### src/rtl/core_pkg.sv
// Shared encodings, FSM states and packet layout for the core's pipeline stages.
// The packet struct is sized by the XLEN/REG_W defaults below.
package core_pkg;

  localparam int XLEN_DEF  = 32;
  localparam int REG_W_DEF = 5;

  localparam logic [1:0] WB_ALU = 2'b00;
  localparam logic [1:0] WB_MEM = 2'b01;
  localparam logic [1:0] WB_PC  = 2'b10;

  typedef enum logic {
    IDLE,
    MEM_WAIT
  } state_t;

  typedef enum logic [1:0] {
    KIND_ALU,
    KIND_LOAD,
    KIND_STORE
  } kind_t;

  typedef struct packed {
    logic [REG_W_DEF-1:0] rd;
    logic                 reg_write;
    kind_t                kind;
    logic [XLEN_DEF-1:0]  data;
  } ex_mem_pkt_t;

  // mem_write wins over any mem_to_reg encoding; 2'b11 falls back to ALU.
  function automatic kind_t classify(input logic mem_write, input logic [1:0] mem_to_reg);
    if (mem_write)
      return KIND_STORE;
    else if (mem_to_reg == WB_MEM)
      return KIND_LOAD;
    else
      return KIND_ALU;
  endfunction

endpackage

### src/rtl/ex_mem_stage.sv
// EX/MEM register and data-memory sequencer: ALU ops retire 1 cycle after accept, memory ops 1 cycle
// after mem_ready. Upstream is stalled for the whole time a memory request is outstanding.
module ex_mem_stage
  import core_pkg::*;
#(
  parameter int XLEN  = XLEN_DEF,
  parameter int REG_W = REG_W_DEF
) (
  input  logic             clk,
  input  logic             rst,
  input  logic             ex_valid,
  input  logic             flush,
  input  logic [XLEN-1:0]  alu_result,
  input  logic [XLEN-1:0]  store_data,
  input  logic [XLEN-1:0]  pc_count,
  input  logic [REG_W-1:0] rd,
  input  logic             reg_write,
  input  logic             mem_write,
  input  logic [1:0]       mem_to_reg,
  output logic             stall_out,
  output logic             mem_req,
  output logic             mem_we,
  output logic [XLEN-1:0]  mem_addr,
  output logic [XLEN-1:0]  mem_wdata,
  input  logic             mem_ready,
  input  logic [XLEN-1:0]  mem_rdata,
  output logic             wb_valid,
  output logic             wb_reg_write,
  output logic [REG_W-1:0] wb_rd,
  output logic [XLEN-1:0]  wb_data
);

  state_t      state;
  ex_mem_pkt_t pend_pkt;
  ex_mem_pkt_t wb_pkt;
  ex_mem_pkt_t pkt_in;
  kind_t       kind_in;
  logic        accept;
  logic        mem_we_q;
  logic [XLEN-1:0] mem_addr_q;
  logic [XLEN-1:0] mem_wdata_q;

  assign kind_in = classify(mem_write, mem_to_reg);
  assign accept  = ex_valid & ~stall_out & ~flush;

  // x0 and store suppression is folded in at accept so the wb side just copies the packet.
  always_comb begin
    pkt_in           = '0;
    pkt_in.rd        = rd;
    pkt_in.kind      = kind_in;
    pkt_in.reg_write = reg_write & (rd != '0) & (kind_in != KIND_STORE);
    if (kind_in == KIND_ALU)
      pkt_in.data = (mem_to_reg == WB_PC) ? pc_count : alu_result;
  end

  always_ff @(posedge clk) begin
    if (rst) begin
      state       <= IDLE;
      pend_pkt    <= '0;
      wb_pkt      <= '0;
      wb_valid    <= 1'b0;
      mem_we_q    <= 1'b0;
      mem_addr_q  <= '0;
      mem_wdata_q <= '0;
    end else begin
      wb_valid <= 1'b0;
      unique case (state)
        IDLE: begin
          if (accept) begin
            if (kind_in == KIND_ALU) begin
              wb_pkt   <= pkt_in;
              wb_valid <= 1'b1;
            end else begin
              pend_pkt    <= pkt_in;
              mem_addr_q  <= alu_result;
              mem_wdata_q <= store_data;
              mem_we_q    <= (kind_in == KIND_STORE);
              state       <= MEM_WAIT;
            end
          end
        end
        MEM_WAIT: begin
          if (mem_ready) begin
            wb_pkt <= pend_pkt;
            if (pend_pkt.kind == KIND_LOAD)
              wb_pkt.data <= mem_rdata;
            wb_valid <= 1'b1;
            state    <= IDLE;
          end
        end
        default: state <= IDLE;
      endcase
    end
  end

  always_comb begin
    stall_out    = (state == MEM_WAIT);
    mem_req      = (state == MEM_WAIT);
    mem_we       = mem_we_q & (state == MEM_WAIT);
    mem_addr     = mem_addr_q;
    mem_wdata    = mem_wdata_q;
    wb_reg_write = wb_pkt.reg_write;
    wb_rd        = wb_pkt.rd;
    wb_data      = wb_pkt.data;
  end

endmodule

### config.mk
export PLATFORM = sky130hd
export DESIGN_NAME = ex_mem_stage
export DESIGN_NICKNAME = d
export VERILOG_FILES = /design/src/rtl/core_pkg.sv /design/src/rtl/ex_mem_stage.sv
export SDC_FILE = /design/constraint.sdc
export NUM_CORES = 1
export LEC_CHECK = 0
export BUFFER_PORTS_ARGS = -buffer_cell sky130_fd_sc_hd__buf_4
export CAP_MARGIN = 20
export CORE_MARGIN = 2
export CORE_UTILIZATION = 35
export CTS_CLUSTER_SIZE = 16
export DETAILED_ROUTE_END_ITERATION = 10
export PLACE_DENSITY = 0.64
export SLEW_MARGIN = 20
export SYNTH_ARGS = -nofsm -noshare
export SYNTH_HDL_FRONTEND = slang
export SYNTH_SLANG_ARGS = --single-unit
### constraint.sdc
create_clock -name clk -period 3.22 [get_ports clk]
set_clock_uncertainty 0.15 [all_clocks]
set_input_delay 0.322 -clock clk [delete_from_list [all_inputs] [get_ports clk]]
set_output_delay 0.322 -clock clk [all_outputs]
set_load 0.01 [all_outputs]
==> flow_metrics.env, run 1 <==
export IMPL_status="complete, no violations"
export IMPL_ys_seq_area_share_pct=50.6
export IMPL_fin_crit_ps=2290
export IMPL_tritoncts="done"
export IMPL_p_switching_mw=1.04
export IMPL_dr_pass1_iters=6
export IMPL_cp_arrival_ps=2460
export IMPL_crit_path_start_kind="flop"
export IMPL_fmax_mhz=437
export IMPL_final_setup_tns_ps=0
export IMPL_path_clk_slew_ps=60
export IMPL_netlist_instances=618
export IMPL_hold_viol=0
export IMPL_ys_async_sr_fraction_pct=0
export IMPL_setup_viol=0
export IMPL_cts_root_buf="clkbuf_16"
export IMPL_ff2ff_path_depth=5
export IMPL_hpwl_um=11900
export IMPL_port_buffers=247
export IMPL_grt_pass1_wl_um=28200
export IMPL_die_w_um=132
export IMPL_avgRoutedWirePerCell_um=16.0
export IMPL_power_density_nw_per_um2=527
export IMPL_multi_input_area_um2=2600
export IMPL_path_class="flop to flop"
export IMPL_grt_pass1_vias=5335
export IMPL_synthToLayoutAreaGrowth_pct=55.5
export IMPL_crit_fanout=60
export IMPL_ant_nets=0
export IMPL_place_gp_congestion=0.790
export IMPL_via_per_inst=4.80
export IMPL_slowest_delay_ps=560
export IMPL_hold_slack_ps=21.7
export IMPL_drtIter0Drc=248
export IMPL_seqPwrFrac_pct=40.5
export IMPL_cp_depth=5
export IMPL_ctsResizeCount=0
export IMPL_drive_gt1_share_pct=32.6
export IMPL_ir_worst_vdd_mv=0.445
export IMPL_synth_edff_count=0
export IMPL_core_um2=15900
export IMPL_ios=248
export IMPL_hold_class="input port to flop"
export IMPL_worst_hold_path_num_cells=3
export IMPL_ctsHoldBuffers=52
export IMPL_die_h_um=132
export IMPL_p_int_mw=3.66
export IMPL_p_leak_nw=3.96
export IMPL_pre_cts_ws_ps=885
export IMPL_cts_sinks=145
export IMPL_ys_ff_latch=145
export IMPL_start_util_pct=36.0
export IMPL_worst_pin_slew_ps=965
export IMPL_synth_area_um2=5740
export IMPL_antenna_found_initial=0
export IMPL_std_cell_rows=46
export IMPL_cp_top_family="compound AO/OA/AOI/OAI gates"
export IMPL_period_share_pct=71.0
export IMPL_end_kind="flop"
export IMPL_fill_cells=1435
export IMPL_cts_buffer_depth=2
export IMPL_synth_area_per_cell_um2=9.28
export IMPL_swShare_pct=22.2
export IMPL_combPwrFrac_pct=12.7
export IMPL_maxSlewHeadroom_pct=35.4
export IMPL_ys_flop_type="dfxtp_1"
export IMPL_drv_cap=0
export IMPL_globalRoute_totalOverflow=0
export IMPL_slew_viol_final=0
export IMPL_synth_cell_types=27
export IMPL_n_antenna_cell=0
export IMPL_drc_errors=0
export IMPL_rsz0062_at_grt="false"
export IMPL_clock_power_share_pct=46.7
export IMPL_crit_chain="nor3b_2 > o21a_2 > buf_12 > nand2_1 > a21oi_1"
export IMPL_register_area_um2=2900
export IMPL_vias=5373
export IMPL_grt_use_total_pct=20.4
export IMPL_htreeDepth=4
export IMPL_yosysWarnings=0
export IMPL_worst_slack_ps=932
export IMPL_syn_num_nets=760
export IMPL_drt_total_wl_um=17900
export IMPL_clk_latency_ps=410
export IMPL_cts_setup_buffers=0
export IMPL_slowest_stage="dfxtp_1"
export IMPL_worstPathRequired_ps=3400
export IMPL_crit_buf_inv=1
export IMPL_cts_buffers=17
export IMPL_die_area_um2=17400
export IMPL_grt_max_degree=61
export IMPL_final_nets=1033
## sequential cells by signal (all words and copies together) (netlist names)
register and flops:
pend_pkt 40, mem_addr 32, mem_wdata 32, wb_data 32
wb_rd 5, mem_req 1, mem_we_q 1, wb_reg_write 1
wb_valid 1
## cells by family after synthesis
kind of cell    count (synthesis)  share of synthesized area (%)
compound gates                150                           17.4
mux                            69                           12.0
flops                         145                           50.6
simple gates                  200                           15.5
buf+inv                        54                           4.49
## area by class of cell
| cell class | count | area share [%] |
|---|---|---|
| clock buffers | 20 | 5.01 |
| flip-flops and latches | 145 | 32.5 |
| well taps | 216 | 3.03 |
| repair buffers | 308 | 27.9 |
| clock inverters | 11 | 2.36 |
| multi-input cells | 419 | 29.1 |
## path summary, 6_finish.rpt
kind                  startpoint            to  slack, ps
setup / recovery         mem_req  mem_wdata[7]        930
hold / removal    alu_result[26]  mem_addr[26]         20
setup reg to reg         mem_req  mem_wdata[7]        930
hold reg to reg     pend_pkt[33]  pend_pkt[33]        300
## worst reg2reg max path, stage by stage (launching register included)
cell     delay, ps
dfxtp_1        560
nor3b_2        480
o21a_2         410
buf_12         310
nand2_1        100
a21oi_1        180
## power by group through the flow
| stage | logic (mW) | registers [mW] | clock network, mW |
|---|---|---|---|
| 2_1_floorplan | 0.220 | 1.97 | 0 |
| 3_3_place_gp | 0.547 | 1.94 | 0 |
| 3_5_place_dp | 0.551 | 1.94 | 0 |
| 4_1_cts | 0.604 | 1.90 | 2.25 |
| 5_1_grt | 0.648 | 1.91 | 2.33 |
| 6_report | 0.599 | 1.90 | 2.20 |
## placed cells by master (no fill, tap or decap), drive strengths merged, types with 4 or more instances in the layout
| cell | synthesis | layout |
|---|---|---|
| a211oi | 5 | 5 |
| a21oi | 76 | 76 |
| a221oi | 32 | 32 |
| and2 | 34 | 34 |
| buf | 31 | 256 |
| bufinv | 0 | 6 |
| clkbuf | 23 | 20 |
| dfxtp | 145 | 145 |
| dlygate4sd3 | 0 | 52 |
| mux2i | 69 | 69 |
| nand2 | 147 | 147 |
| nand2b | 4 | 4 |
| nor2 | 7 | 7 |
| o21a | 33 | 33 |
## per-stage QoR
step	util, %	std cells	power, mW	area, um^2
after CTS	56.0	1119	4.76	8920
after detailed placement	48.6	1036	2.49	7740
after global placement	48.6	1036	2.49	7740
final	56.0	1119	4.70	8920
after floorplan	-	618	2.19	5740
after global routing	56.0	1119	4.89	8920
## synthesized netlist by cell type (3+ instances only)
cell | instances | area share, %
and2_1 | 33 | 3.6
mux2i_1 | 69 | 12
clkbuf_1 | 23 | 1.5
o21a_1 | 33 | 4.3
buf_2 | 26 | 2.3
a221oi_1 | 32 | 4.9
a21oi_1 | 76 | 6.6
dfxtp_1 | 145 | 51
buf_4 | 4 | 0.52
nand2_1 | 147 | 9.6
a211oi_1 | 4 | 0.52
nor2b_1 | 3 | 0.33
nand2b_1 | 4 | 0.44
nor2_1 | 6 | 0.39
## routing by layer
metal	track usage (%)	vias to the layer above	wire length (um)
li1	-	2679	-
met3	6.27	30	1180
met2	34.3	184	8790
met1	24.2	2480	7550
met5	0	-	0
met4	8.21	0	403
Note: power is estimated with default switching activity, not from simulation.
==> inputs of run 2 (changes only) <==
==> constraint.sdc (replaced) <==
create_clock -name clk -period 2.3 [get_ports clk]
set_clock_uncertainty 0.15 [all_clocks]
set_input_delay 0.23 -clock clk [delete_from_list [all_inputs] [get_ports clk]]
set_output_delay 0.23 -clock clk [all_outputs]
set_load 0.01 [all_outputs]
==> run 2 against run 1 <==
Non-clock buffer count increased by 26; combinational power increased by 46%; sequential power increased by 40%; sequential share of layout area decreased by 0.59 points; clock power increased by 23%; register-to-register slack got worse by 580 ps; die area unchanged; first-iteration DRC count decreased by 25%; largest cell class unchanged; largest power group unchanged; highest routed layer unchanged.
==> flow_metrics.env, run 2 (same netlist as run 1, synthesis figures left out) <==
export IMPL_fmax_mhz=513
export IMPL_std_cell_rows=46
export IMPL_drc_errors=0
export IMPL_clk_latency_ps=420
export IMPL_largest_register_ffs=40
export IMPL_drv_cap=0
export IMPL_grt_use_total_pct=20.8
export IMPL_swShare_pct=24.4
export IMPL_grt_pass1_wl_um=29100
export IMPL_die_area_um2=17400
export IMPL_path_class="flop to flop"
export IMPL_ios=248
export IMPL_via_per_inst=4.81
export IMPL_pre_cts_ws_ps=278
export IMPL_synthToLayoutAreaGrowth_pct=58.4
export IMPL_final_cells=1146
export IMPL_path_clk_slew_ps=60
export IMPL_drt_total_wl_um=18200
export IMPL_ir_worst_vdd_mv=0.504
export IMPL_crit_path_start_kind="flop"
export IMPL_p_int_mw=4.72
export IMPL_core_um2=15900
export IMPL_seqPwrFrac_pct=42.6
export IMPL_port_buffers=247
export IMPL_hold_viol=0
export IMPL_n_antenna_cell=0
export IMPL_drtIter0Drc=187
export IMPL_power_density_nw_per_um2=687
export IMPL_crit_fanout=32
export IMPL_ant_nets=0
export IMPL_final_setup_tns_ps=0
export IMPL_status="complete, no violations"
export IMPL_die_w_um=132
export IMPL_rsz0062_at_grt="false"
export IMPL_dp_cells=1044
export IMPL_worst_slack_ps=352
export IMPL_cts_buffer_depth=2
export IMPL_maxSlewHeadroom_pct=34.4
export IMPL_final_nets=1059
export IMPL_registers_top_by_ff_count="pend_pkt"
export IMPL_final_core_util_pct=57.0
export IMPL_drive_gt1_share_pct=32.7
export IMPL_start_util_pct=36.0
export IMPL_p_switching_mw=1.52
export IMPL_combPwrFrac_pct=14.0
export IMPL_cp_arrival_ps=2150
export IMPL_placed_area_um2=7800
export IMPL_dr_pass1_iters=4
export IMPL_ctsResizeCount=0
export IMPL_hold_class="input port to flop"
export IMPL_setup_viol=0
export IMPL_fin_crit_ps=1950
export IMPL_end_kind="flop"
export IMPL_worstPathRequired_ps=2500
export IMPL_period_share_pct=84.7
export IMPL_final_cell_mix="buf_4, nand2_1, dfxtp_1"
export IMPL_worst_pin_slew_ps=982
export IMPL_htreeDepth=4
export IMPL_tritoncts="done"
export IMPL_hpwl_um=12000
export IMPL_die_h_um=132
export IMPL_avgRoutedWirePerCell_um=15.8
export IMPL_cts_root_buf="clkbuf_16"
export IMPL_cts_sinks=145
export IMPL_globalRoute_totalOverflow=0
export IMPL_slew_viol_final=0
export IMPL_place_gp_congestion=0.754
export IMPL_grt_pass1_vias=5636
export IMPL_final_common_cell="buf_4"
export IMPL_vias=5509
export IMPL_cts_buffers=17
export IMPL_p_leak_nw=4.03
export IMPL_postLayoutCellArea_um2=9090
export IMPL_antenna_found_initial=0
export IMPL_clock_power_share_pct=43.3
export IMPL_grt_max_degree=71
==> run 2: power by group through the flow <==
stage                     Combinational (mW)  Clock [mW]  Sequential [mW]
after global routing                   0.950        2.88             2.67
final                                  0.876        2.70             2.66
after floorplan                        0.307           0             2.75
after detailed placement               0.783           0             2.71
after global placement                 0.779           0             2.71
after CTS                              0.882        2.78             2.66
==> run 2: critical path, cell delays in order (launching register included) <==
cell and delay (ps):
dfxtp_1 500, nor3b_2 100, o21a_2 160, nor2_2 750
and2_1 230
==> run 2: timing repair <==
item | 4_1_cts | 5_1_grt
endpoints found under the hold margin | 70 | 0
buffers inserted | 0 | 0
hold buffers | 70 | 0
==> run 2: metal layers <==
metal / part of all wire [%] / track usage, % / vias up / routed length, um
met5: 0 / 0 / - / 0
met4: 3.1 / 8.45 / 0 / 570
met3: 6.8 / 6.88 / 36 / 1240
met2: 48 / 34.7 / 187 / 8740
met1: 42 / 24.6 / 2553 / 7620
li1: - / - / 2733 / -
==> run 2: path summary, 6_finish.rpt <==
kind,from,endpoint,slack (ps),cells after the start
min reg2reg,pend_pkt[33],pend_pkt[33],300,2
max reg2reg,mem_req,pend_pkt[26],350,4
min,mem_write,pend_pkt[33],50,3
max,mem_req,pend_pkt[26],350,4
==> run 2: stage by stage <==
| stage | hold slack [ps] | total power [mW] |
|---|---|---|
| after floorplan | 216 | 3.06 |
| after global placement | 291 | 3.49 |
| after detailed placement | 297 | 3.50 |
| after CTS | 20.7 | 6.33 |
| after global routing | 38.0 | 6.50 |
| final | 48.2 | 6.24 |
==> run 2: cell type report <==
| cell class | count | area [um^2] |
|---|---|---|
| clock buffers | 19 | 443 |
| clock inverters | 13 | 138 |
| well taps | 216 | 270 |
| flip-flops and latches | 145 | 2900 |
| repair buffers | 334 | 2730 |
| multi-input cells | 419 | 2600 |
| fillers | 1454 | 6860 |
==> inputs of run 3 (changes only) <==
==> constraint.sdc (replaced) <==
create_clock -name clk -period 2.01 [get_ports clk]
set_clock_uncertainty 0.15 [all_clocks]
set_input_delay 0.201 -clock clk [delete_from_list [all_inputs] [get_ports clk]]
set_output_delay 0.201 -clock clk [all_outputs]
set_load 0.01 [all_outputs]
==> run 3 against run 2 <==
Global-route usage increased by 0.058 points; sequential share of layout area decreased by 0.40 points; sequential cell count unchanged; hold slack got worse by 23 ps; combinational power increased by 18%; via count increased by 0.25%; sequential power increased by 14%; largest cell class unchanged.
==> flow_metrics.env, run 3 (same netlist as run 1, synthesis figures left out) <==
export IMPL_registers_top_by_ff_count="pend_pkt"
export IMPL_grt_pass1_wl_um=28700
export IMPL_rsz0062_at_grt="false"
export IMPL_drv_cap=0
export IMPL_drtIter0Drc=263
export IMPL_hold_class="input port to flop"
export IMPL_cts_root_buf="clkbuf_16"
export IMPL_path_class="flop to flop"
export IMPL_ios=248
export IMPL_cts_buffers=17
export IMPL_std_cell_rows=46
export IMPL_fin_crit_ps=1870
export IMPL_die_area_um2=17400
export IMPL_status="complete, no violations"
export IMPL_final_cell_mix="buf_4, nand2_1, dfxtp_1"
export IMPL_setup_viol=0
export IMPL_crit_chain="nor3b_4 > o21ai_4 > buf_12 > a21oi_1 > dlygate4sd3_1"
export IMPL_cts_buffer_depth=2
export IMPL_postLayoutCellArea_um2=9200
export IMPL_n_antenna_cell=0
export IMPL_crit_fanout=43
export IMPL_drc_errors=0
export IMPL_port_buffers=247
export IMPL_start_util_pct=36.0
export IMPL_place_gp_congestion=0.805
export IMPL_end_kind="flop"
export IMPL_drt_total_wl_um=18200
export IMPL_ir_worst_vdd_mv=0.560
export IMPL_core_um2=15900
export IMPL_ff2ff_path_depth=5
export IMPL_via_per_inst=4.80
export IMPL_ant_nets=0
export IMPL_period_share_pct=93.1
export IMPL_avgRoutedWirePerCell_um=15.8
export IMPL_fmax_mhz=534
export IMPL_worst_r2r_setup_slack_ps=140
export IMPL_r2r_start="mem_req"
export IMPL_die_w_um=132
export IMPL_slowest_delay_ps=540
export IMPL_hpwl_um=12100
export IMPL_maxSlewHeadroom_pct=73.3
export IMPL_path_clk_slew_ps=60
export IMPL_p_leak_nw=4.09
export IMPL_die_h_um=132
export IMPL_hold_viol=0
export IMPL_slowest_stage="dlygate4sd3_1"
export IMPL_cts_sinks=145
export IMPL_vias=5523
export IMPL_hold_start="flush"
export IMPL_final_nets=1065
export IMPL_synthToLayoutAreaGrowth_pct=60.4
export IMPL_crit_path_start_kind="flop"
export IMPL_worstPathRequired_ps=2210
export IMPL_power_density_nw_per_um2=792
export IMPL_grt_max_degree=47
export IMPL_tritoncts="done"
export IMPL_slew_viol_final=0
export IMPL_worst_pin_slew_ps=401
export IMPL_htreeDepth=4
export IMPL_cp_arrival_ps=2080
export IMPL_hold_end="mem_we_q"
export IMPL_r2r_end="mem_req"
export IMPL_final_setup_tns_ps=0
export IMPL_drive_gt1_share_pct=32.8
export IMPL_grt_use_total_pct=20.9
export IMPL_globalRoute_totalOverflow=0
export IMPL_largest_register_ffs=40
export IMPL_placed_area_um2=7870
export IMPL_dr_pass1_iters=5
export IMPL_grt_pass1_vias=5469
export IMPL_clk_latency_ps=410
export IMPL_antenna_found_initial=0
export IMPL_worst_hold_path_num_cells=4
export IMPL_final_common_cell="buf_4"
## run 3: changes by cell type in the layout (fill, tap and decap cells not counted), sizes merged
cell,previous run,this run
clkinvlp,6,2
buf,264,267
dlygate4sd3,70,73
bufinv,2,3
clkbuf,19,20
## run 3: power by group
part           internal, mW  switching, mW  leakage [nW]  total [mW]
registers              2.99         0.0565          1.18        3.04
logic                 0.575          0.450          2.62        1.03
clock network          2.03           1.19         0.294        3.22
total                  5.59           1.69          4.09        7.29
## run 3: timing repair
item                       4_1_cts  5_1_grt
hold buffers                    73        0
gates resized for setup          0        1
setup endpoints to repair        0        1
hold endpoints to repair        76        0
buffers inserted                 0        0
## run 3: area by class of cell
class	instances	area, um^2
repair buffers	340	2820
clock inverters	10	134
multi-input cells	419	2610
flip-flops and latches	145	2900
clock buffers	20	467
fillers	1390	6740
well taps	216	270
## run 3: layer usage
metal,wire (um),global-route usage [%],vias up,share of wire (%)
met3,1300,6.69,37,7.1
li1,-,-,2733,-
met4,500,8.82,0,2.7
met1,7670,24.9,2549,42
met2,8730,34.6,204,48
met5,0,0,-,0
## run 3: per-stage QoR
step	std cells	utilization, %	hold slack [ps]	worst slack (ps)	total power [mW]
6_report	1150	57.7	25.2	138	7.29
5_1_grt	1150	57.7	23.3	83.9	7.59
4_1_cts	1150	57.7	8.46	67.7	7.35
3_5_place_dp	1047	49.3	295	267	4.01
3_3_place_gp	1047	49.3	291	321	4.01
2_1_floorplan	618	-	187	371	3.50
## run 3: how the worst max path moves through the flow
stage / start / endpoint / slack, ps
finish: mem_req / mem_req / 140
global route: mem_req / mem_req / 80
CTS: mem_req / mem_req / 70
detailed placement: mem_to_reg[0] / wb_rd[1] / 270
global placement: mem_to_reg[0] / wb_rd[3] / 320
floorplan: mem_req / wb_data[22] / 370
## run 3: critical path: cells and delay by family (launching register included)
kind            cells  cell delay, ps
buf+inv             2             740
flops               1             340
compound gates      2             250
simple gates        1             330
